File: src/rtl/elastic_arb_pkg.sv
// elastic_arb_pkg: shared FSM state type and one-hot helper for the round-robin arbiter
package elastic_arb_pkg;

    typedef enum logic {IDLE, BUSY} arb_state_t;

    // One-hot vector with bit idx set; zero when idx is outside [0, n).
    function automatic logic [63:0] onehot(input int idx, input int n);
        return (idx >= 0 && idx < n) ? (64'd1 << idx) : 64'd0;
    endfunction

endpackage

File: src/rtl/rr_priority_pick.sv
// rr_priority_pick: combinational round-robin pick, first set bit of req at or after ptr (mod NREQ)
//  req   in   NREQ  request vector
//  ptr   in   IW    search start index
//  found out  1     any request set
//  idx   out  IW    winning index
module rr_priority_pick #(
    parameter int NREQ = 4,
    parameter int IW   = (NREQ > 1) ? $clog2(NREQ) : 1
) (
    input  logic [NREQ-1:0] req,
    input  logic [IW-1:0]   ptr,
    output logic            found,
    output logic [IW-1:0]   idx
);

    logic [NREQ-1:0] w_rot;
    logic [IW-1:0]   w_off;
    logic [IW:0]     w_sum;

    // Shifting the doubled vector right by ptr rotates req so ptr lands at bit 0.
    assign w_rot = NREQ'({req, req} >> ptr);

    always_comb begin
        found = 1'b0;
        w_off = '0;
        for (int i = NREQ - 1; i >= 0; i--) begin
            if (w_rot[i]) begin
                found = 1'b1;
                w_off = IW'(i);
            end
        end
        w_sum = {1'b0, ptr} + {1'b0, w_off};
        idx   = (w_sum >= (IW+1)'(NREQ)) ? IW'(w_sum - (IW+1)'(NREQ)) : IW'(w_sum);
    end

endmodule

File: src/rtl/elastic_rr_arbiter.sv
// elastic_rr_arbiter: burst-locked round-robin arbiter feeding one registered valid/ready stage
//  clk, rst                       clock, async active-high reset
//  req_data_i/req_valid_i         per-requester beats (requester k at [k*DW +: DW])
//  req_ready_o                    per-requester ready, at most one bit high
//  out_data_o/out_valid_o/out_src_o  registered output beat and its source index
//  out_ready_i                    downstream ready
//  grant_o                        one-hot current grant, zero while idle
module elastic_rr_arbiter
    import elastic_arb_pkg::*;
#(
    parameter int NREQ  = 4,
    parameter int DW    = 16,
    parameter int BURST = 4
) (
    input  logic                 clk,
    input  logic                 rst,
    input  logic [NREQ*DW-1:0]   req_data_i,
    input  logic [NREQ-1:0]      req_valid_i,
    output logic [NREQ-1:0]      req_ready_o,
    output logic [DW-1:0]        out_data_o,
    output logic                 out_valid_o,
    input  logic                 out_ready_i,
    output logic [((NREQ > 1) ? $clog2(NREQ) : 1)-1:0] out_src_o,
    output logic [NREQ-1:0]      grant_o
);

    localparam int IW = (NREQ > 1) ? $clog2(NREQ) : 1;
    localparam int CW = $clog2(BURST + 1);

    arb_state_t      r_state, w_state_nxt;
    logic [IW-1:0]   r_rr_ptr, w_rr_ptr_nxt;
    logic [IW-1:0]   r_g, w_g_nxt;
    logic [CW-1:0]   r_beat_cnt, w_beat_cnt_nxt;
    logic [NREQ-1:0] r_grant, w_grant_nxt;
    logic            r_out_valid, w_out_valid_nxt;
    logic [DW-1:0]   r_out_data, w_out_data_nxt;
    logic [IW-1:0]   r_out_src, w_out_src_nxt;

    logic            w_pick_found;
    logic [IW-1:0]   w_pick_idx;
    logic            w_busy, w_stage_free, w_g_valid, w_accept, w_release;
    logic [DW-1:0]   w_g_data;

    rr_priority_pick #(.NREQ(NREQ), .IW(IW)) u_pick (
        .req   (req_valid_i),
        .ptr   (r_rr_ptr),
        .found (w_pick_found),
        .idx   (w_pick_idx)
    );

    assign w_busy       = r_state == BUSY;
    assign w_stage_free = !r_out_valid || out_ready_i;
    assign w_g_valid    = req_valid_i[r_g];
    assign w_g_data     = req_data_i[r_g*DW +: DW];
    assign w_accept     = w_busy && w_stage_free && w_g_valid;
    // Release only when the stage can move: either the burst's last beat is taken now
    // or the granted requester has nothing more to send.
    assign w_release    = w_busy && w_stage_free && (!w_g_valid || r_beat_cnt == CW'(BURST - 1));
    assign req_ready_o  = (w_busy && w_stage_free) ? r_grant : '0;

    always_comb begin
        w_state_nxt     = r_state;
        w_rr_ptr_nxt    = r_rr_ptr;
        w_g_nxt         = r_g;
        w_beat_cnt_nxt  = r_beat_cnt;
        w_grant_nxt     = r_grant;
        w_out_valid_nxt = r_out_valid && !out_ready_i;
        w_out_data_nxt  = r_out_data;
        w_out_src_nxt   = r_out_src;
        if (!w_busy && w_pick_found) begin
            w_state_nxt    = BUSY;
            w_g_nxt        = w_pick_idx;
            w_grant_nxt    = NREQ'(onehot(int'(w_pick_idx), NREQ));
            w_beat_cnt_nxt = '0;
        end
        if (w_accept) begin
            w_out_valid_nxt = 1'b1;
            w_out_data_nxt  = w_g_data;
            w_out_src_nxt   = r_g;
            w_beat_cnt_nxt  = r_beat_cnt + CW'(1);
        end
        if (w_release) begin
            w_state_nxt  = IDLE;
            w_grant_nxt  = '0;
            w_rr_ptr_nxt = (r_g == IW'(NREQ - 1)) ? '0 : r_g + IW'(1);
        end
    end

    always_ff @(posedge clk or posedge rst) begin
        if (rst) begin
            r_state     <= IDLE;
            r_rr_ptr    <= '0;
            r_g         <= '0;
            r_beat_cnt  <= '0;
            r_grant     <= '0;
            r_out_valid <= 1'b0;
            r_out_data  <= '0;
            r_out_src   <= '0;
        end else begin
            r_state     <= w_state_nxt;
            r_rr_ptr    <= w_rr_ptr_nxt;
            r_g         <= w_g_nxt;
            r_beat_cnt  <= w_beat_cnt_nxt;
            r_grant     <= w_grant_nxt;
            r_out_valid <= w_out_valid_nxt;
            r_out_data  <= w_out_data_nxt;
            r_out_src   <= w_out_src_nxt;
        end
    end

    assign out_valid_o = r_out_valid;
    assign out_data_o  = r_out_data;
    assign out_src_o   = r_out_src;
    assign grant_o     = r_grant;

endmodule

File: config.mk
export PLATFORM = sky130hd
export DESIGN_NAME = elastic_rr_arbiter
export DESIGN_NICKNAME = d
export VERILOG_FILES = /design/src/rtl/elastic_arb_pkg.sv /design/src/rtl/rr_priority_pick.sv /design/src/rtl/elastic_rr_arbiter.sv
export SDC_FILE = /design/constraint.sdc
export NUM_CORES = 1
export LEC_CHECK = 0
export ABC_AREA = 1
export BUFFER_PORTS_ARGS = -buffer_cell sky130_fd_sc_hd__buf_2
export CORE_MARGIN = 2
export CORE_UTILIZATION = 46
export CTS_CLUSTER_SIZE = 30
export DETAILED_ROUTE_END_ITERATION = 10
export PLACE_DENSITY = 0.81
export SLEW_MARGIN = 10
export SYNTH_ARGS = -nofsm -noshare
export SYNTH_HDL_FRONTEND = slang
export SYNTH_SLANG_ARGS = --single-unit
File: constraint.sdc
create_clock -name clk -period 2.35 [get_ports clk]
set_clock_uncertainty 0.15 [all_clocks]
set_input_delay 0.3525 -clock clk [delete_from_list [all_inputs] [get_ports clk]]
set_output_delay 0.3525 -clock clk [all_outputs]
set_load 0.005 [all_outputs]
# --- Yosys cells after proc, flatten, opt, wreduce, memory -nomap -nowiden ---
# Index checks and enable logic that the tools add are counted.
op_classes:
  order_cmp: 2
  eq_ne: 2
  n_addsub: 4
  n_mux: 20
  reduce_logical: 13
  shifts: 3
ops:
  columns: ["op", "count"]
  rows:
  - ["$shiftx A64 B7 Y16", 1]
  - ["$mux W2", 6]
  - ["$mux W4", 3]
  - ["$mux W1", 8]
  - ["$shr A8 B2 Y4", 1]
  - ["$mux W3", 2]
  - ["$logic_and A1 B1 Y1", 5]
  - ["$logic_not A1 Y1", 4]
  - ["$reduce_bool A2 Y1", 2]
  - ["$shl A1 B2 Y4 const A", 1]
  - ["$add A2 B2 Y3", 1]
  - ["$add A3 B1 Y3 const B", 1]
  - ["$eq A3 B2 Y1 const B", 1]
  - ["$ge A3 B3 Y1 const B", 1]
  - ["$lt A2 B3 Y1 const B", 1]
  - ["$add A2 B1 Y2 const B", 1]
  - ["$bmux W1 S2", 1]
  - ["$eq A2 B2 Y1 const B", 1]
  - ["$logic_or A1 B1 Y1", 2]
  - ["$sub A2 B1 Y2 const B", 1]
totals:
  in_bits: 71
  out_inout_bits: 27
  regBits: 31

# --- Logic depth before layout (Yosys ltp) ---
depth:
  word_depth: 11
  mapped_depth: 12
  depth_no_buf: 12

# --- By module ---
# Synthesis repeated with hierarchy kept, for this count alone.
unflattened:
  hier_cells: 306
  area_unflattened_um2: 2114.5
modules_own_cells:
  columns: ["mod", "area_each_um2", "instances", "cells_each"]
  rows:
  - ["elastic_rr_arbiter", 1949.4, 1, 271]
  - ["rr_priority_pick", 165.2, 1, 35]

# --- Least setup slack after synthesis ---
# No wires, ideal clock.
synth_path:
  path_kind: "register to register"
  start: "reg r_rr_ptr[0]"
  end: "reg r_grant[2], in the netlist grant_o[2]"
  setup_time_ns: 0.117
  period_less_slack_ns: 1.877
  n_path_buf: 0
  required_ns: 2.083
  path_stages_with_launch: 13
  path_slack_ns: 0.473
  t_arrival_ns: 1.611
  cell_sequence: "dfrtp_1 inv_2 nand2_1 nand3_1 nand2_2 nand3_1 a21boi_0 ha_1 xor2_1 nand3b_2 nand2_4 nand2_1 nand2_1"
synth_via:
  elab_chain_len: 11
  elab_cells_between_ends: 18
  classes_between: "add/sub: 2; order compare: 1; shift: 2; mux: 11; reduce/logical: 2"
synth_rtl:
  columns: ["item", "line_no", "text"]
  rows:
  - ["start, declared", "elastic_rr_arbiter.sv:31", "logic [IW-1:0] r_rr_ptr, w_rr_ptr_nxt;"]
  - ["start signal, assigned", "elastic_rr_arbiter.sv:101", "r_rr_ptr <= w_rr_ptr_nxt;"]
  - ["$shr A8 B2 Y4", "rr_priority_pick.sv:21", "assign w_rot = NREQ'({req, req} >> ptr);"]
  - ["$mux W2 (4 in a row)", "rr_priority_pick.sv:27", "if (w_rot[i]) begin"]
  - ["$add A2 B2 Y3", "rr_priority_pick.sv:32", "w_sum = {1'b0, ptr} + {1'b0, w_off};"]
  - ["$ge A3 B3 Y1 / $sub A2 B1 Y2 (equally long branches)", "rr_priority_pick.sv:33", "idx = (w_sum >= (IW+1)'(NREQ)) ? IW'(w_sum - (IW+1)'(NREQ)) : IW'(w_sum);"]
  - ["$mux W2", "rr_priority_pick.sv:33", null]
  - ["$shl A1 B2 Y4", "elastic_arb_pkg.sv:8", "return (idx >= 0 && idx < n) ? (64'd1 << idx) : 64'd0;"]
  - ["$mux W4", "elastic_rr_arbiter.sv:70", "if (!w_busy && w_pick_found) begin"]
  - ["$mux W4", "elastic_rr_arbiter.sv:82", "if (w_release) begin"]
  - ["end signal, assigned", "elastic_rr_arbiter.sv:104", "r_grant <= w_grant_nxt;"]
  - ["end, declared", "elastic_rr_arbiter.sv:34", "logic [NREQ-1:0] r_grant, w_grant_nxt;"]
# Several ways; a longest one is shown, not always the timed one. The select of a mux whose other input is x is not followed.
# A chain may end at the register's enable or synchronous reset.

# --- Worst setup path in the final report ---
layout_path:
  start: "reg r_rr_ptr[1]"
  end: "reg r_grant[2], in the netlist grant_o[2]"
# The elaborated chain is that of the path after synthesis.

==> impl_results.md <==
- Status: finished with violations
- Failing checks: negative hold slack
- Power Total: 0.00347 W
- Setup WS post-layout: 0.267 ns
- Period Utilization, post-route: a little under 90%
- Leading area contributor after synthesis: dfrtp_1
- Yosys top cell area share: approximately 39%
- Cells after synthesis: 282
- Share of cells above drive strength 1: 36.8%
- Dpl hpwl: 3990 µm
- DR WL/cell: about 12 µm
- Clock share of power: 12.8%
- Cts-stage hold buffer count: 0
- Clock-pin slew on the worst setup and hold paths: roughly 0.06 ns
- H-tree Lvls: 2
- Compound-Gate Fraction of Synth Area: 16.9%
- Lkg Pwr: about 1.5 nW
- XOR/XNOR Fraction of Synth Area: 0.436%
- Crit path max fanout: 6
- Max Freq: 0.480 GHz
- Synth top cells by count: nand2_1 (80), nor2_1 (38), o21ai_0 (33)
- Power Density: roughly 1300 mW/mm²
- Largest net degree at the start of global routing: 35
- Leading post-synthesis cells by cell area: dfrtp_1 (39%), nand2_1 (15%), o21ai_0 (8.2%), nor2_1 (7.1%), o22ai_1 (5.0%)
- Post-Synth Adder-Cell Area: 2.49%
- Crit Path Category: register to register
- Worst-Skew Late Latency: around 0.27 ns
- Number of port buffers: 97
- Cell Rows: 24
- Synthesized area: 0.00201 mm²
- Max-slew headroom: 71.4%
- Setup-failing EPs final: 0
- Vias in the first global route: 1972
- Drt first pass iters: 4
- VDD IR max: 0.480 mV
- YS warnings: 0
- Synth Area in Simple Gates: between 30 and 40%
- Slew Limit Fails: 0
- WL final: 5050 µm
- Vias per std cell: 5.00
- DRC violations left: 0
- Die width: 70.1 µm
- Antenna cells: 0
- Initial Util: between 40% and 50%
- Final Critical Period: 2.08 ns
- Crit start category: register
- Layout Cells excl Fill: 432
- Main combinational cell family by area after synthesis: simple AND/OR/NAND/NOR gates
- CP top delay family: simple AND/OR/NAND/NOR gates
- CTS tree: built
- CTS sink count: 31
- Total track usage: between 20% and 30%
- Placed cell area: ~0.0025 mm²
- Num ports: 98
- Int Pwr: 0.00184 W
- Post-CTS resize count: 0
- Crit path DAT: 2.10 ns
- Worst path bufs/invs: 1
- Total gr overflow: 0
- GP Congestion: 0.863
- Post-synth net total: 357
- # nets final: 454
- Max-cap violations: 0
- Post-route ant nets: 0
- R2R Setup Slk: 0.27 ns
- Reg power frac: between 20% and 30%
- P_sw: between 0.0015 and 0.002 W
- Sequential element share of the synthesized area: approximately 39%
- Via count: 2158
- Cell variety after synth: 25
- Switching share of power: around 47%
- Syn-to-layout area delta: 31.2%
- Synth async-reset ratio: 100%
- Post-route setup TNS: 0 ns
- Worst min path class: input pin to async pin
- Most frequent cell after synthesis: nand2_1
- Final hold violation count: 15
- Die area: 0.00491 mm²
- Root buffer cell: clkbuf_8
- First-pass GRT wire length: 8420 µm
- TritonCTS Buffers: 5
- Crit-path max cell delay: about 0.47 ns
- Post-CTS Setup Bufs: 0
- Placement Setup Slack: 0.274 ns
- DRT iter0 DRCs: 133
- Deepest clock path buffer count: 2
- Worst path slowest cell: dfrtp_1
- Multiplexer share of the synthesized area: 0%
- Post-Syn Area per Cell: 7.13 µm²
- Critical Path RT: roughly 2.4 ns
- Worst-Margin Slew: 0.426 ns
- Post-route cell area: 0.00264 mm²
- Combinational power share: 59.6%
- Ys flop type: dfrtp_1
- Die Y: 70.1 µm
- Placed cell count: approximately 420
- Crit. End Element: register
- Crit-path cells: inv_2, nand3_1, nand2_2, nand3_1, a21boi_0, ha_1, xor2_1, nand3b_2, nand2_4, nand2_1, nand2_1
- Core ar.: approximately 0.0043 mm²
- Initial antenna violation count: 0
- RSZ-0062 raised after global routing: no
- Worst hold margin: -0.00516 ns
- Yosys reg bits: 31
- Number of flops mapped to enable cells by yosys: 0
## sequential cells by signal, summed over array words and instances (netlist names)
register / cells
grant_o: 4
out_data_o: 16
out_src_o: 2
out_valid_o: 1
r_beat_cnt: 3
r_g: 2
r_rr_ptr: 2
r_state: 1
## worst min-delay path, cell delays in order
cell and delay, ns:
buf_2 0.09, inv_1 0.04, buf_4 0.34
## cell type report
| type | instances | area (µm²) |
|---|---|---|
| Clock buffer | 8 | 100 |
| Sequential cell | 31 | 776 |
| Inverter | 21 | 86.3 |
| Multi-Input combinational cell | 217 | 1080 |
| Tap cell | 52 | 65.1 |
| Fill cell | 421 | 1660 |
| Timing Repair Buffer | 103 | 531 |
## per-layer routing
metal  vias up  global-route usage (%)  share of wire, %
met5         -                       0                 0
met4         0                    7.05               1.2
met3         6                    4.62               6.8
met2        84                    37.0                49
met1       956                    26.2                43
li1       1112                       -                 -
## through the flow
step	hold WS, ns	utilization [%]
after floorplan	0.292	-
after global placement	0.296	59.1
after detailed placement	0.301	59.1
after CTS	0.000340	61.4
after global routing	0.0362	61.4
final	-0.00516	61.4
## path summary, 6_finish.rpt
path,to,cells after the start,start
setup reg to reg,grant_o[2]$_DFFE_PP0P_,11,r_rr_ptr[1]$_DFFE_PP0N_
max in group asynchronous,r_beat_cnt[2]$_DFFE_PP0P_,3,rst
setup / recovery,grant_o[2]$_DFFE_PP0P_,11,r_rr_ptr[1]$_DFFE_PP0N_
hold / removal,out_data_o[10]$_DFFE_PP0P_,3,rst
hold reg to reg,out_data_o[1]$_DFFE_PP0P_,2,out_data_o[1]$_DFFE_PP0P_
min in group clk,out_valid_o$_DFF_PP0_,2,out_ready_i
## cells by family after synthesis
| logic type | Yosys count |
|---|---|
| xor+xnor | 1 |
| buf+inv | 34 |
| flops | 31 |
| simple gates | 151 |
| fa+ha+maj | 4 |
| compound gates | 61 |
## cell usage in the layout (no fill, tap or decap), types with 2 or more instances in the layout
| cell type | count |
|---|---|
| ha_1 | 4 |
| nor2_1 | 38 |
| nand2_1 | 80 |
| o21ai_1 | 7 |
| or2_2 | 2 |
| nand3_2 | 2 |
| inv_2 | 4 |
| o21ai_0 | 33 |
| inv_4 | 3 |
| dfrtp_1 | 31 |
| o22ai_1 | 16 |
| o21ai_2 | 3 |
| nand2_2 | 8 |
| buf_4 | 6 |
| clkbuf_8 | 7 |
| nand2_4 | 4 |
| buf_2 | 97 |
| nor2_4 | 3 |
| inv_1 | 14 |
| nand3_1 | 13 |
## power groups by stage
stage | Sequential (W) | Combinational (W) | Clock, W
finish | 0.000957 | 0.00207 | 0.000445
global route | 0.000992 | 0.00236 | 0.000484
CTS | 0.000958 | 0.00210 | 0.000464
detailed placement | 0.000959 | 0.00210 | 0
global placement | 0.000957 | 0.00204 | 0
floorplan | 0.000941 | 0.00155 | 0
Note: power is estimated with default switching activity, not from simulation.
